[config.mk]
export PLATFORM = sky130hd
export DESIGN_NAME = lcd_read_fsm_flat
export DESIGN_NICKNAME = d
export VERILOG_FILES = /design/src/rtl/lcd_read_fsm_if.sv /design/src/rtl/lcd_read_fsm.sv /design/src/flat_wrapper.sv
export SDC_FILE = /design/constraint.sdc
export NUM_CORES = 1
export LEC_CHECK = 0
export BUFFER_PORTS_ARGS = -buffer_cell sky130_fd_sc_hd__buf_4
export CAP_MARGIN = 20
export CORE_MARGIN = 1.5
export CORE_UTILIZATION = 40
export CTS_CLUSTER_SIZE = 16
export DETAILED_ROUTE_END_ITERATION = 8
export HOLD_SLACK_MARGIN = 0.08
export PLACE_DENSITY = 0.62
export SYNTH_ARGS = -nofsm -noshare
export SYNTH_HDL_FRONTEND = slang
export SYNTH_SLANG_ARGS = --single-unit
[constraint.sdc]
create_clock -name clk -period 2.1 [get_ports clk]
set_clock_uncertainty 0.2 [all_clocks]
set_input_delay 0.315 -clock clk [delete_from_list [all_inputs] [get_ports clk]]
set_output_delay 0.315 -clock clk [all_outputs]
set_load 0.01 [all_outputs]
[src/rtl/lcd_read_fsm_if.sv]
// Request/response and 4-bit LCD pad signals of the LCD read engine.
// master: controller/pad side; slave: lcd_read_fsm.
interface lcd_read_fsm_if;
    logic       start;
    logic       rs_sel;
    logic       poll;
    logic [3:0] lcd_d_in;
    logic       lcd_e;
    logic       lcd_rs;
    logic       lcd_rw;
    logic       lcd_drive_en;
    logic [7:0] rd_data;
    logic       rd_valid;
    logic       bf;
    logic       busy;

    modport master (
        output start, rs_sel, poll, lcd_d_in,
        input  lcd_e, lcd_rs, lcd_rw, lcd_drive_en, rd_data, rd_valid, bf, busy
    );

    modport slave (
        input  start, rs_sel, poll, lcd_d_in,
        output lcd_e, lcd_rs, lcd_rw, lcd_drive_en, rd_data, rd_valid, bf, busy
    );
endinterface

[src/rtl/lcd_read_fsm.sv]
// Character-LCD 4-bit read engine: one RW=1 transaction as two nibble strobes.
// Optional busy-flag polling retries are enabled by defining LCD_READ_POLL_EN.
module lcd_read_fsm #(
    parameter int unsigned T_SU   = 2,
    parameter int unsigned T_EH   = 12,
    parameter int unsigned T_GAP  = 50,
    parameter int unsigned T_HOLD = 2,
    parameter int unsigned T_TURN = 2
) (
    input  logic               clk,
    input  logic               reset,
    lcd_read_fsm_if.slave      bus
);

    localparam int unsigned CNT_W = 8;

    localparam logic [CNT_W-1:0] SU_LAST   = CNT_W'(T_SU - 1);
    localparam logic [CNT_W-1:0] EH_LAST   = CNT_W'(T_EH - 1);
    localparam logic [CNT_W-1:0] GAP_LAST  = CNT_W'(T_GAP - 1);
    localparam logic [CNT_W-1:0] HOLD_LAST = CNT_W'(T_HOLD - 1);
    localparam logic [CNT_W-1:0] TURN_LAST = CNT_W'(T_TURN - 1);

    typedef enum logic [3:0] {
        S_IDLE  = 4'd0,
        S_SETUP = 4'd1,
        S_E_HI1 = 4'd2,
        S_GAP   = 4'd3,
        S_E_HI2 = 4'd4,
        S_HOLD  = 4'd5,
        S_TURN  = 4'd6,
        S_DONE  = 4'd7,
        S_PWAIT = 4'd8
    } state_e;

    state_e           state_q, state_d;
    logic [CNT_W-1:0] cnt_q, cnt_d;
    logic             rs_q, rs_d;
    logic             poll_q, poll_d;
    logic [3:0]       nib_hi_q, nib_hi_d;
    logic [3:0]       nib_lo_q, nib_lo_d;
    logic             poll_en;

    logic             lcd_e_q, lcd_e_d;
    logic             lcd_rs_q, lcd_rs_d;
    logic             lcd_rw_q, lcd_rw_d;
    logic             drive_en_q, drive_en_d;
    logic [7:0]       rd_data_q, rd_data_d;
    logic             rd_valid_q, rd_valid_d;
    logic             bf_q, bf_d;
    logic             busy_q, busy_d;

`ifdef LCD_READ_POLL_EN
    assign poll_en = bus.poll;
`else
    assign poll_en = 1'b0;
`endif

    // State, counter, captured request and outputs.
    always_ff @(posedge clk or posedge reset) begin
        if (reset) begin
            state_q    <= S_IDLE;
            cnt_q      <= '0;
            rs_q       <= 1'b0;
            poll_q     <= 1'b0;
            nib_hi_q   <= '0;
            nib_lo_q   <= '0;
            lcd_e_q    <= 1'b0;
            lcd_rs_q   <= 1'b0;
            lcd_rw_q   <= 1'b0;
            drive_en_q <= 1'b1;
            rd_data_q  <= '0;
            rd_valid_q <= 1'b0;
            bf_q       <= 1'b0;
            busy_q     <= 1'b0;
        end else begin
            state_q    <= state_d;
            cnt_q      <= cnt_d;
            rs_q       <= rs_d;
            poll_q     <= poll_d;
            nib_hi_q   <= nib_hi_d;
            nib_lo_q   <= nib_lo_d;
            lcd_e_q    <= lcd_e_d;
            lcd_rs_q   <= lcd_rs_d;
            lcd_rw_q   <= lcd_rw_d;
            drive_en_q <= drive_en_d;
            rd_data_q  <= rd_data_d;
            rd_valid_q <= rd_valid_d;
            bf_q       <= bf_d;
            busy_q     <= busy_d;
        end
    end

    // Next state: each timed state clears the counter on entry and exits at its last count.
    always_comb begin
        state_d  = state_q;
        cnt_d    = cnt_q + 8'd1;
        rs_d     = rs_q;
        poll_d   = poll_q;
        nib_hi_d = nib_hi_q;
        nib_lo_d = nib_lo_q;
        case (state_q)
            S_IDLE: begin
                cnt_d = '0;
                if (bus.start) begin
                    state_d = S_SETUP;
                    poll_d  = poll_en;
                    rs_d    = poll_en ? 1'b0 : bus.rs_sel;
                end
            end
            S_SETUP: begin
                if (cnt_q == SU_LAST) begin
                    state_d = S_E_HI1;
                    cnt_d   = '0;
                end
            end
            S_E_HI1: begin
                if (cnt_q == EH_LAST) begin
                    nib_hi_d = bus.lcd_d_in;
                    state_d  = S_GAP;
                    cnt_d    = '0;
                end
            end
            S_GAP: begin
                if (cnt_q == GAP_LAST) begin
                    state_d = S_E_HI2;
                    cnt_d   = '0;
                end
            end
            S_E_HI2: begin
                if (cnt_q == EH_LAST) begin
                    nib_lo_d = bus.lcd_d_in;
                    state_d  = (poll_q && nib_hi_q[3]) ? S_PWAIT : S_HOLD;
                    cnt_d    = '0;
                end
            end
            S_PWAIT: begin
                if (cnt_q == GAP_LAST) begin
                    state_d = S_SETUP;
                    cnt_d   = '0;
                end
            end
            S_HOLD: begin
                if (cnt_q == HOLD_LAST) begin
                    state_d = S_TURN;
                    cnt_d   = '0;
                end
            end
            S_TURN: begin
                if (cnt_q == TURN_LAST) begin
                    state_d = S_DONE;
                    cnt_d   = '0;
                end
            end
            S_DONE: begin
                state_d = S_IDLE;
                cnt_d   = '0;
            end
            default: begin
                state_d = S_IDLE;
                cnt_d   = '0;
            end
        endcase
    end

    // Registered outputs decoded from the upcoming state so pins line up with state_q.
    always_comb begin
        lcd_e_d    = 1'b0;
        lcd_rs_d   = 1'b0;
        lcd_rw_d   = 1'b0;
        drive_en_d = 1'b1;
        rd_valid_d = 1'b0;
        busy_d     = 1'b1;
        rd_data_d  = rd_data_q;
        bf_d       = bf_q;
        case (state_d)
            S_IDLE: busy_d = 1'b0;
            S_SETUP, S_GAP, S_HOLD, S_PWAIT: begin
                lcd_rw_d   = 1'b1;
                lcd_rs_d   = rs_d;
                drive_en_d = 1'b0;
            end
            S_E_HI1, S_E_HI2: begin
                lcd_e_d    = 1'b1;
                lcd_rw_d   = 1'b1;
                lcd_rs_d   = rs_d;
                drive_en_d = 1'b0;
            end
            S_TURN: drive_en_d = 1'b0;
            S_DONE: begin
                rd_valid_d = 1'b1;
                rd_data_d  = {nib_hi_q, nib_lo_q};
                if (!rs_q) begin
                    bf_d = nib_hi_q[3];
                end
            end
            default: ;
        endcase
        // A poll retry still reports the busy flag it just read.
        if (state_d == S_PWAIT && state_q == S_E_HI2) begin
            bf_d = nib_hi_q[3];
        end
    end

    assign bus.lcd_e        = lcd_e_q;
    assign bus.lcd_rs       = lcd_rs_q;
    assign bus.lcd_rw       = lcd_rw_q;
    assign bus.lcd_drive_en = drive_en_q;
    assign bus.rd_data      = rd_data_q;
    assign bus.rd_valid     = rd_valid_q;
    assign bus.bf           = bf_q;
    assign bus.busy         = busy_q;

endmodule

[src/flat_wrapper.sv]
// flat-port wrapper written by rule: the top's interface ports become plain ports
module lcd_read_fsm_flat 
#(
    parameter int unsigned T_SU   = 2,
    parameter int unsigned T_EH   = 12,
    parameter int unsigned T_GAP  = 50,
    parameter int unsigned T_HOLD = 2,
    parameter int unsigned T_TURN = 2
)
  (clk, reset, bus_start, bus_rs_sel, bus_poll, bus_lcd_d_in, bus_lcd_e, bus_lcd_rs, bus_lcd_rw, bus_lcd_drive_en, bus_rd_data, bus_rd_valid, bus_bf, bus_busy);
  lcd_read_fsm_if bus_i ();
  input  logic clk;
  input  logic reset;
  input wire logic [$bits(bus_i.start)-1:0] bus_start;
  input wire logic [$bits(bus_i.rs_sel)-1:0] bus_rs_sel;
  input wire logic [$bits(bus_i.poll)-1:0] bus_poll;
  input wire logic [$bits(bus_i.lcd_d_in)-1:0] bus_lcd_d_in;
  output wire logic [$bits(bus_i.lcd_e)-1:0] bus_lcd_e;
  output wire logic [$bits(bus_i.lcd_rs)-1:0] bus_lcd_rs;
  output wire logic [$bits(bus_i.lcd_rw)-1:0] bus_lcd_rw;
  output wire logic [$bits(bus_i.lcd_drive_en)-1:0] bus_lcd_drive_en;
  output wire logic [$bits(bus_i.rd_data)-1:0] bus_rd_data;
  output wire logic [$bits(bus_i.rd_valid)-1:0] bus_rd_valid;
  output wire logic [$bits(bus_i.bf)-1:0] bus_bf;
  output wire logic [$bits(bus_i.busy)-1:0] bus_busy;
  assign bus_i.start = bus_start;
  assign bus_i.rs_sel = bus_rs_sel;
  assign bus_i.poll = bus_poll;
  assign bus_i.lcd_d_in = bus_lcd_d_in;
  assign bus_lcd_e = bus_i.lcd_e;
  assign bus_lcd_rs = bus_i.lcd_rs;
  assign bus_lcd_rw = bus_i.lcd_rw;
  assign bus_lcd_drive_en = bus_i.lcd_drive_en;
  assign bus_rd_data = bus_i.rd_data;
  assign bus_rd_valid = bus_i.rd_valid;
  assign bus_bf = bus_i.bf;
  assign bus_busy = bus_i.busy;
  lcd_read_fsm #(.T_SU(T_SU), .T_EH(T_EH), .T_GAP(T_GAP), .T_HOLD(T_HOLD), .T_TURN(T_TURN)) u_core (.clk(clk), .reset(reset), .bus(bus_i));
endmodule
==> impl_metrics.json, run 1 <==
{
  "critPathMaxFanout": 8,
  "vias_per_cell": 5.14,
  "path_clk_slew_ns": 0.06,
  "clk_latency_ns": 0.28,
  "timing.slew.headroom_pct": 71.3,
  "detail_route.wl_per_cell_um": 14.0,
  "root_buffer": "clkbuf_8",
  "htree_num_levels": 2,
  "nets": 240,
  "hold_viol": 0,
  "core_mm2": 0.00412,
  "clock_tree.buffer_depth": 2,
  "worstHoldPathType": "in -> reg",
  "dieArea_mm2": 0.00480,
  "power.density_mw_per_mm2": 527,
  "grt-ovfl-total": 0,
  "grtUsageTotal_pct": 17.9,
  "avgSynthCellArea_um2": 10.2,
  "tns_ns": 0,
  "syn_nets": 184,
  "n_antenna_cell": 0,
  "synth-edff-count": 0,
  "antenna_found_initial": 0,
  "drc": 0,
  "ir_worst_vdd_v": 0.000434,
  "leakagePower_nw": 1.15,
  "synthFlopType": "dfrtp_1",
  "synth_cells": 173,
  "drtAntennaViolNets": 0,
  "drive_gt1_share_pct": 38.0,
  "cts_buffers": 5,
  "gp_congestion": 0.815,
  "final-setup-viol-count": 0,
  "synth_top_area_share_pct": 49.8,
  "holdWs_ns": 0.0923,
  "fp.dieW_um": 69.3,
  "vias": 1433,
  "port_buffers": 22,
  "yosysTopAreaCell": "dfrtp_1",
  "slew_violations": 0,
  "synth.area.top_cells": "dfrtp_1 50%, mux2_2 6.4%, nand2_1 6.4%",
  "period_minus_slack_ns": 2.05,
  "die_h_um": 69.3,
  "final.fill_count": 358,
  "synth_seq_cells": 36,
  "cts_tree": "done",
  "grt_pass1_wl_um": 6940,
  "design.portCount": 24,
  "tightest_slew_ns": 0.424,
  "yosys_warnings": 0,
  "route.final.wire_length_um": 3900,
  "grt_max_degree": 37,
  "cts_num_sinks": 36,
  "grt_pass1_vias": 1541,
  "hpwl_um": 2860,
  "run_status": "complete, no violations",
  "min_period_over_period_pct": 97.8,
  "fmax_mhz": 487,
  "ys_seq_area_share_pct": 51.3,
  "crit_type": "reg -> reg",
  "rsz0062_at_grt": "true",
  "worstPathRequired_ns": 2.07,
  "crit_path_start_kind": "flop",
  "cp-end-kind": "flop",
  "ys_types": 43,
  "initial_core_util_pct": 42.7,
  "drtIter0Drc": 62,
  "syn_area_mm2": 0.00176,
  "rows": 23,
  "crit_arrival_ns": 2.02,
  "area_growth_pct": 36.0,
  "ys_async_sr_fraction_pct": 100,
  "firstDrtPassIters": 4,
  "max-cap-violations": 0,
  "design_power_total_w": 0.00126
}
timing repair:
item	4_1_cts	5_1_grt
endpoints found under the setup margin	9	20
setup buffers	1	1
endpoints found under the hold margin	42	0
cloned	0	0
pin swaps	4	3
gates resized for setup	4	9
hold buffers	5	0
metal layers:
layer | GRT usage (%) | vias to the layer above | wire, µm
met1 | 22.6 | 700 | 1810
met3 | 3.78 | 5 | 109
met2 | 30.6 | 22 | 1940
li1 | - | 706 | -
met4 | 5.66 | 0 | 42
met5 | 0 | - | 0
kinds of logic after synthesis:
group / Yosys count / share of synthesized area (%)
flops: 36 / 51.3
compound gates: 20 / 8.11
simple gates: 81 / 25.1
buf+inv: 16 / 3.63
mux: 10 / 6.41
fa+ha+maj: 2 / 1.42
xor+xnor: 8 / 3.99
power by group:
| part | internal, W | switching, W | total, W |
|---|---|---|---|
| clock | 0.000292 | 0.000223 | 0.000515 |
| combinational | 0.0000214 | 0.0000192 | 0.0000406 |
| sequential | 0.000701 | 0.00000424 | 0.000706 |
critical path, stage by stage, from the launching register on:
cell     delay [ns]
dfrtp_1        0.43
or4_1          0.61
o31a_1         0.32
a22oi_2        0.16
buf_4          0.18
nor2_1         0.06
synthesized netlist by cell type, types with 4 or more instances:
| master | instances |
|---|---|
| a21oi_1 | 6 |
| clkbuf_1 | 5 |
| dfrtp_1 | 35 |
| inv_1 | 7 |
| mux2_2 | 10 |
| nand2_1 | 30 |
| nand3_1 | 6 |
| nand4_1 | 4 |
| nor2_1 | 15 |
| xnor2_1 | 4 |
| xor2_1 | 4 |
flip-flops by register name (all words and copies together) (netlist names):
| name | count |
|---|---|
| u_core.bus.lcd_rs | 1 |
| u_core.nib_lo_q | 4 |
| u_core.bus.rd_data | 8 |
| u_core.bus.busy | 1 |
| u_core.bus.rd_valid | 1 |
| u_core.bus.lcd_e | 1 |
| u_core.bus.bf | 1 |
| u_core.nib_hi_q | 4 |
| u_core.bus.lcd_rw | 1 |
| u_core.bus.lcd_drive_en | 1 |
| u_core.state_q | 4 |
| u_core.cnt_q | 8 |
| u_core.rs_q | 1 |
worst paths after layout:
path | start | endpoint | slack, ns | cells past startpoint
setup / recovery | u_core.cnt_q[5] | u_core.cnt_q[5] | 0.05 | 5
hold / removal | bus_lcd_d_in[2] | u_core.nib_hi_q[2] | 0.09 | 2
setup reg to reg | u_core.cnt_q[5] | u_core.cnt_q[5] | 0.05 | 5
hold reg to reg | u_core.nib_hi_q[0] | u_core.bus.rd_data[4] | 0.27 | 2
max in group asynchronous | reset | u_core.bus.lcd_drive_en | 0.86 | 4
min in group asynchronous | reset | u_core.cnt_q[4] | 0.49 | 4
through the flow:
| step | setup WS (ns) | cells | util (%) | area [µm²] |
|---|---|---|---|---|
| detailed placement | -0.0901 | 265 | 52.8 | 2170 |
| CTS | 0.00523 | 278 | 56.9 | 2340 |
| floorplan | 0.00541 | 173 | - | 1770 |
| global route | -0.0314 | 279 | 58.1 | 2390 |
| finish | 0.0454 | 279 | 58.1 | 2390 |
| global placement | -0.0734 | 265 | 52.8 | 2170 |
final cells by class:
class | instances | area, µm² | area share [%]
Inverter | 8 | 33.8 | 1.41
Sequential cell | 36 | 903 | 37.8
Tap cell | 50 | 62.6 | 2.62
Clock buffer | 7 | 96.3 | 4.03
Multi-Input combinational cell | 121 | 855 | 35.7
Timing Repair Buffer | 57 | 440 | 18.4
cells in the final DEF, fill, tap and decap left out, types with 3 or more instances in the layout:
cell type      Yosys  final
nor2b_1            3      3
a21oi_1            6      4
inv_1              7      6
xnor2_1            4      4
xor2_1             4      4
nand2_1           30     30
nand3_1            6      5
o21ai_0            3      3
buf_4              0     52
nand4_1            4      4
mux2_2            10     10
clkbuf_8           0      7
dlygate4sd3_1      0      5
nor2_1            15     15
dfrtp_1           35     34
or4_1              3      3
Note: power is estimated with default switching activity, not from simulation.
==> run 2, diff against run 1 <==
--- a/config.mk
+++ b/config.mk
@@ -7,6 +7,7 @@
 export LEC_CHECK = 0
 export BUFFER_PORTS_ARGS = -buffer_cell sky130_fd_sc_hd__buf_4
 export CAP_MARGIN = 20
+export CORE_ASPECT_RATIO = 2
 export CORE_MARGIN = 1.5
 export CORE_UTILIZATION = 40
 export CTS_CLUSTER_SIZE = 16
==> run 2 against run 1 <==
Against the previous run:
- maximum frequency is 0.86% lower
- clock-buffer cell count is 1 higher
- via count is 4.2% higher
- non-clock buffer count is 1 lower
- sequential power hardly changed
- sequential share of layout area is 0.23 points higher
- critical endpoint is now u_core.bus.busy
- largest cell class unchanged
- largest power group unchanged
- highest routed layer unchanged
==> impl_metrics.json, run 2 (synthesis gave the netlist of run 1 again) <==
{
  "cp_slowest_cell": "or4_1",
  "tns_ns": 0,
  "leakagePower_nw": 1.15,
  "die_h_um": 96.8,
  "worstPathRequired_ns": 2.06,
  "path_clk_slew_ns": 0.07,
  "cts_buffers": 5,
  "final.fill_count": 365,
  "grt_max_degree": 37,
  "grt-ovfl-total": 0,
  "antenna_found_initial": 0,
  "dieArea_mm2": 0.00483,
  "startpoint": "u_core.cnt_q[0]",
  "crit_chain": "buf_4 > ha_1 > and3b_1 > nand4_1 > nand4_1 > nand4b_4 > or4_1",
  "timing.slew.headroom_pct": 69.5,
  "route.final.wire_length_um": 4100,
  "core_mm2": 0.00430,
  "hold_start": "u_core.nib_hi_q[1]",
  "slowest_delay_ns": 0.40,
  "grt_pass1_wl_um": 7070,
  "rsz0062_at_grt": "true",
  "design_power_total_w": 0.00129,
  "cpMostUsedCell": "nand4_1",
  "max-cap-violations": 0,
  "final_common_cell": "buf_4",
  "crit_type": "reg -> reg",
  "run_status": "complete, no violations",
  "preCtsSetupSlack_ns": -0.0746,
  "period_minus_slack_ns": 2.07,
  "initial_core_util_pct": 40.9,
  "ir_worst_vdd_v": 0.000445,
  "critPathMaxFanout": 2,
  "slew_violations": 0,
  "firstDrtPassIters": 4,
  "crit_family": "simple AND/OR/NAND/NOR gates",
  "path_buf_inv": 1,
  "final-setup-viol-count": 0,
  "fmax_mhz": 483,
  "clock_tree.buffer_depth": 2,
  "vias": 1493,
  "htree_num_levels": 2,
  "drtIter0Drc": 43,
  "hold_viol": 0,
  "cts_num_sinks": 36,
  "multi_input_area_um2": 838,
  "final_cell_mix": "49 x buf_4, 33 x dfrtp_1, 30 x nand2_1",
  "vias_per_cell": 5.28,
  "tightest_slew_ns": 0.451,
  "nets": 239,
  "instances_no_fill": 283,
  "hpwl_um": 3030,
  "design.portCount": 24,
  "grt_pass1_vias": 1585,
  "drtAntennaViolNets": 0,
  "power.density_mw_per_mm2": 543,
  "cts_tree": "done",
  "fp.dieW_um": 49.9,
  "seq_area_um2": 905,
  "reg2reg_from": "u_core.cnt_q[0]",
  "crit_arrival_ns": 2.03,
  "grtUsageTotal_pct": 19.0,
  "port_buffers": 22,
  "worst_slack_ns": 0.0276,
  "clk_latency_ns": 0.29,
  "drc": 0,
  "area_growth_pct": 35.4,
  "detail_route.wl_per_cell_um": 14.5,
  "cp-end-kind": "flop",
  "rows": 34,
  "worstHoldPathType": "reg -> reg",
  "drive_gt1_share_pct": 36.7,
  "final_util_pct": 55.4,
  "n_antenna_cell": 0,
  "root_buffer": "clkbuf_8",
  "gp_congestion": 0.858,
  "min_period_over_period_pct": 98.7,
  "crit_path_start_kind": "flop",
  "dp_cells": 268
}
-- run 2: worst paths after layout --
kind | endpoint | slack [ns] | depth (start not counted)
max in group asynchronous | u_core.bus.lcd_drive_en | 0.88 | 4
min in group asynchronous | u_core.state_q[2] | 0.49 | 4
min | u_core.bus.rd_data[5] | 0.26 | 2
max reg2reg | u_core.bus.busy | 0.03 | 7
min reg2reg | u_core.bus.rd_data[5] | 0.26 | 2
max | u_core.bus.busy | 0.03 | 7
-- run 2: cell type report --
| class | count | area share (%) |
|---|---|---|
| Timing Repair Buffer | 56 | 18.5 |
| Tap cell | 54 | 2.84 |
| Inverter | 8 | 1.26 |
| Multi-Input combinational cell | 121 | 35.2 |
| Clock buffer | 8 | 4.21 |
| Sequential cell | 36 | 38.0 |
-- run 2: tightest hold or removal path, cell delays in order (launching register included) --
cell and delay [ns]:
dfrtp_1 0.34, nand2_1 0.05, nand2_1 0.05
-- run 2: what timing repair did --
action,in CTS,in global routing
gates cloned,0,0
pin swaps,2,0
setup buffers,1,0
gates resized for setup,4,7
endpoints found under the setup margin,10,10
endpoints found under the hold margin,44,0
hold buffers,6,0
-- run 2: per-layer routing --
layer	vias up	GRT usage [%]	share of wire [%]
li1	702	-	-
met1	726	19.0	35
met2	50	34.1	56
met3	15	4.48	4.3
met4	0	11.5	4.2
met5	-	0	0
-- run 2: metrics by stage --
step / hold slack [ns] / instance area (µm²)
final: 0.256 / 2380
after global routing: 0.297 / 2380
after CTS: 0.261 / 2360
after detailed placement: 0.247 / 2170
after global placement: 0.238 / 2170
after floorplan: 0.233 / 1770
-- run 2: power by group --
group	internal (W)	switching [W]	leakage, nW
registers	0.000701	0.00000424	0.444
clock network	0.000299	0.000246	0.0515
logic	0.0000226	0.0000194	0.654
total	0.00102	0.000270	1.15
==> run 3, diff against run 2 <==
--- a/config.mk
+++ b/config.mk
@@ -13,7 +13,7 @@
 export CTS_CLUSTER_SIZE = 16
 export DETAILED_ROUTE_END_ITERATION = 8
 export HOLD_SLACK_MARGIN = 0.08
-export PLACE_DENSITY = 0.62
+export PLACE_DENSITY = 0.6
 export SYNTH_ARGS = -nofsm -noshare
 export SYNTH_HDL_FRONTEND = slang
 export SYNTH_SLANG_ARGS = --single-unit
==> constraint.sdc (replaced) <==
create_clock -name clk -period 2.31 [get_ports clk]
set_clock_uncertainty 0.2 [all_clocks]
set_input_delay 0.3465 -clock clk [delete_from_list [all_inputs] [get_ports clk]]
set_output_delay 0.3465 -clock clk [all_outputs]
set_load 0.01 [all_outputs]
==> run 3 against run 2 <==
Against the previous run:
- setup slack improved by 0.087 ns
- critical path type unchanged
- critical path depth up 1
- clock-buffer cell count unchanged
- via count down 7.2%
- register-to-register slack better by 0.09 ns
==> impl_metrics.json, run 3 (synthesis gave the netlist of run 1 again) <==
{
  "slew_violations": 0,
  "worstHoldPathCells": 2,
  "r2r_cells": 8,
  "cts_tree": "done",
  "fp.dieW_um": 49.9,
  "critPathMaxFanout": 4,
  "timing.slew.headroom_pct": 68.9,
  "antenna_found_initial": 0,
  "drive_gt1_share_pct": 30.6,
  "grt_pass1_vias": 1425,
  "worstPathRequired_ns": 2.27,
  "detail_route.wl_per_cell_um": 14.1,
  "min_period_over_period_pct": 95.0,
  "vias": 1386,
  "drtIter0Drc": 36,
  "dp_cells": 252,
  "fmax_mhz": 455,
  "gp_congestion": 0.882,
  "route.final.wire_length_um": 3700,
  "root_buffer": "clkbuf_8",
  "nets": 219,
  "drc": 0,
  "rows": 34,
  "grt_max_degree": 37,
  "vias_per_cell": 5.27,
  "crit_arrival_ns": 2.15,
  "core_mm2": 0.00430,
  "grt_pass1_wl_um": 6400,
  "ir_worst_vdd_v": 0.000299,
  "power_switching_share_pct": 20.0,
  "grt-ovfl-total": 0,
  "crit_type": "reg -> reg",
  "combinationalPowerShare_pct": 2.7,
  "cts_num_sinks": 36,
  "cp-end-kind": "flop",
  "clk_latency_ns": 0.29,
  "final-setup-viol-count": 0,
  "worstHoldPathType": "in -> reg",
  "seq_area_um2": 902,
  "period_minus_slack_ns": 2.20,
  "hpwl_um": 2820,
  "drtAntennaViolNets": 0,
  "final_cell_mix": "35 x buf_4, 35 x dfrtp_1, 30 x nand2_1",
  "power.density_mw_per_mm2": 526,
  "leakagePower_nw": 1.05,
  "dieArea_mm2": 0.00483,
  "clkPwrFrac_pct": 41.9,
  "design.portCount": 24,
  "run_status": "complete, no violations",
  "initial_core_util_pct": 40.9,
  "area_growth_pct": 25.0,
  "crit_path_start_kind": "flop",
  "hold_viol": 0,
  "p_int_w": 0.000924,
  "rsz0062_at_grt": "false",
  "multi_input_area_um2": 825,
  "max-cap-violations": 0,
  "tightest_slew_ns": 0.462,
  "firstDrtPassIters": 4,
  "clock_tree.buffer_depth": 2,
  "htree_num_levels": 2,
  "port_buffers": 22,
  "final.fill_count": 374,
  "die_h_um": 96.8,
  "cts_buffers": 5,
  "instances_no_fill": 263,
  "path_clk_slew_ns": 0.07,
  "tns_ns": 0,
  "grtUsageTotal_pct": 17.4,
  "seq_power_share_pct": 55.5,
  "n_antenna_cell": 0,
  "netSwitchingPower_w": 0.000232
}
run 3: critical path: stages, from the launching register on:
cell and delay [ns]:
dfrtp_1 0.38, inv_1 0.05, ha_2 0.17, nor3b_2 0.15, buf_4 0.15, and2_4 0.15, a41oi_4 0.15, nand4b_4 0.12
or4_4 0.54
run 3: worst paths after layout:
path                                     from                      end  slack (ns)
min in group asynchronous               reset    u_core.bus.rd_data[0]        0.51
max                           u_core.cnt_q[1]          u_core.bus.busy        0.11
min                           bus_lcd_d_in[1]       u_core.nib_lo_q[1]        0.10
max in group asynchronous               reset  u_core.bus.lcd_drive_en        1.04
min reg2reg                u_core.nib_hi_q[1]    u_core.bus.rd_data[5]        0.27
max reg2reg                   u_core.cnt_q[1]          u_core.bus.busy        0.11
run 3: repair_timing:
item                       4_1_cts  5_1_grt
setup endpoints to repair        0        9
hold buffers                     1        0
setup buffers                    0        2
gates resized for setup          0        7
hold endpoints to repair        35        0
run 3: area by class of cell:
type | count | area share, %
Sequential cell | 36 | 41.1
Tap cell | 54 | 3.08
Clock buffer | 8 | 4.56
Multi-Input combinational cell | 121 | 37.5
Inverter | 8 | 1.37
Timing Repair Buffer | 36 | 12.4
run 3: power groups by stage:
stage,clock network (W),logic [W],registers (W)
after global placement,0,0.0000297,0.000652
after global routing,0.000528,0.0000356,0.000642
after floorplan,0,0.0000156,0.000652
after detailed placement,0,0.0000314,0.000653
final,0.000484,0.0000310,0.000641
after CTS,0.000500,0.0000327,0.000641
run 3: routing by layer:
| metal | share of wire, % | wire (µm) | global-route usage [%] |
|---|---|---|---|
| met5 | 0 | 0 | 0 |
| met1 | 37 | 1370 | 18.2 |
| met3 | 4.7 | 172 | 4.01 |
| met2 | 55 | 2020 | 30.1 |
| met4 | 3.7 | 136 | 11.1 |
run 3: metrics by stage:
step	power, W	hold WS, ns	setup slack (ns)	cell area (µm²)	util, %
2_1_floorplan	0.000667	0.233	0.152	1760	-
5_1_grt	0.00120	0.0928	0.0248	2200	51.1
3_3_place_gp	0.000682	0.241	0.0840	2040	47.5
3_5_place_dp	0.000684	0.253	0.0378	2040	47.5
4_1_cts	0.00117	0.0956	0.0288	2150	50.0
6_report	0.00116	0.102	0.114	2200	51.1
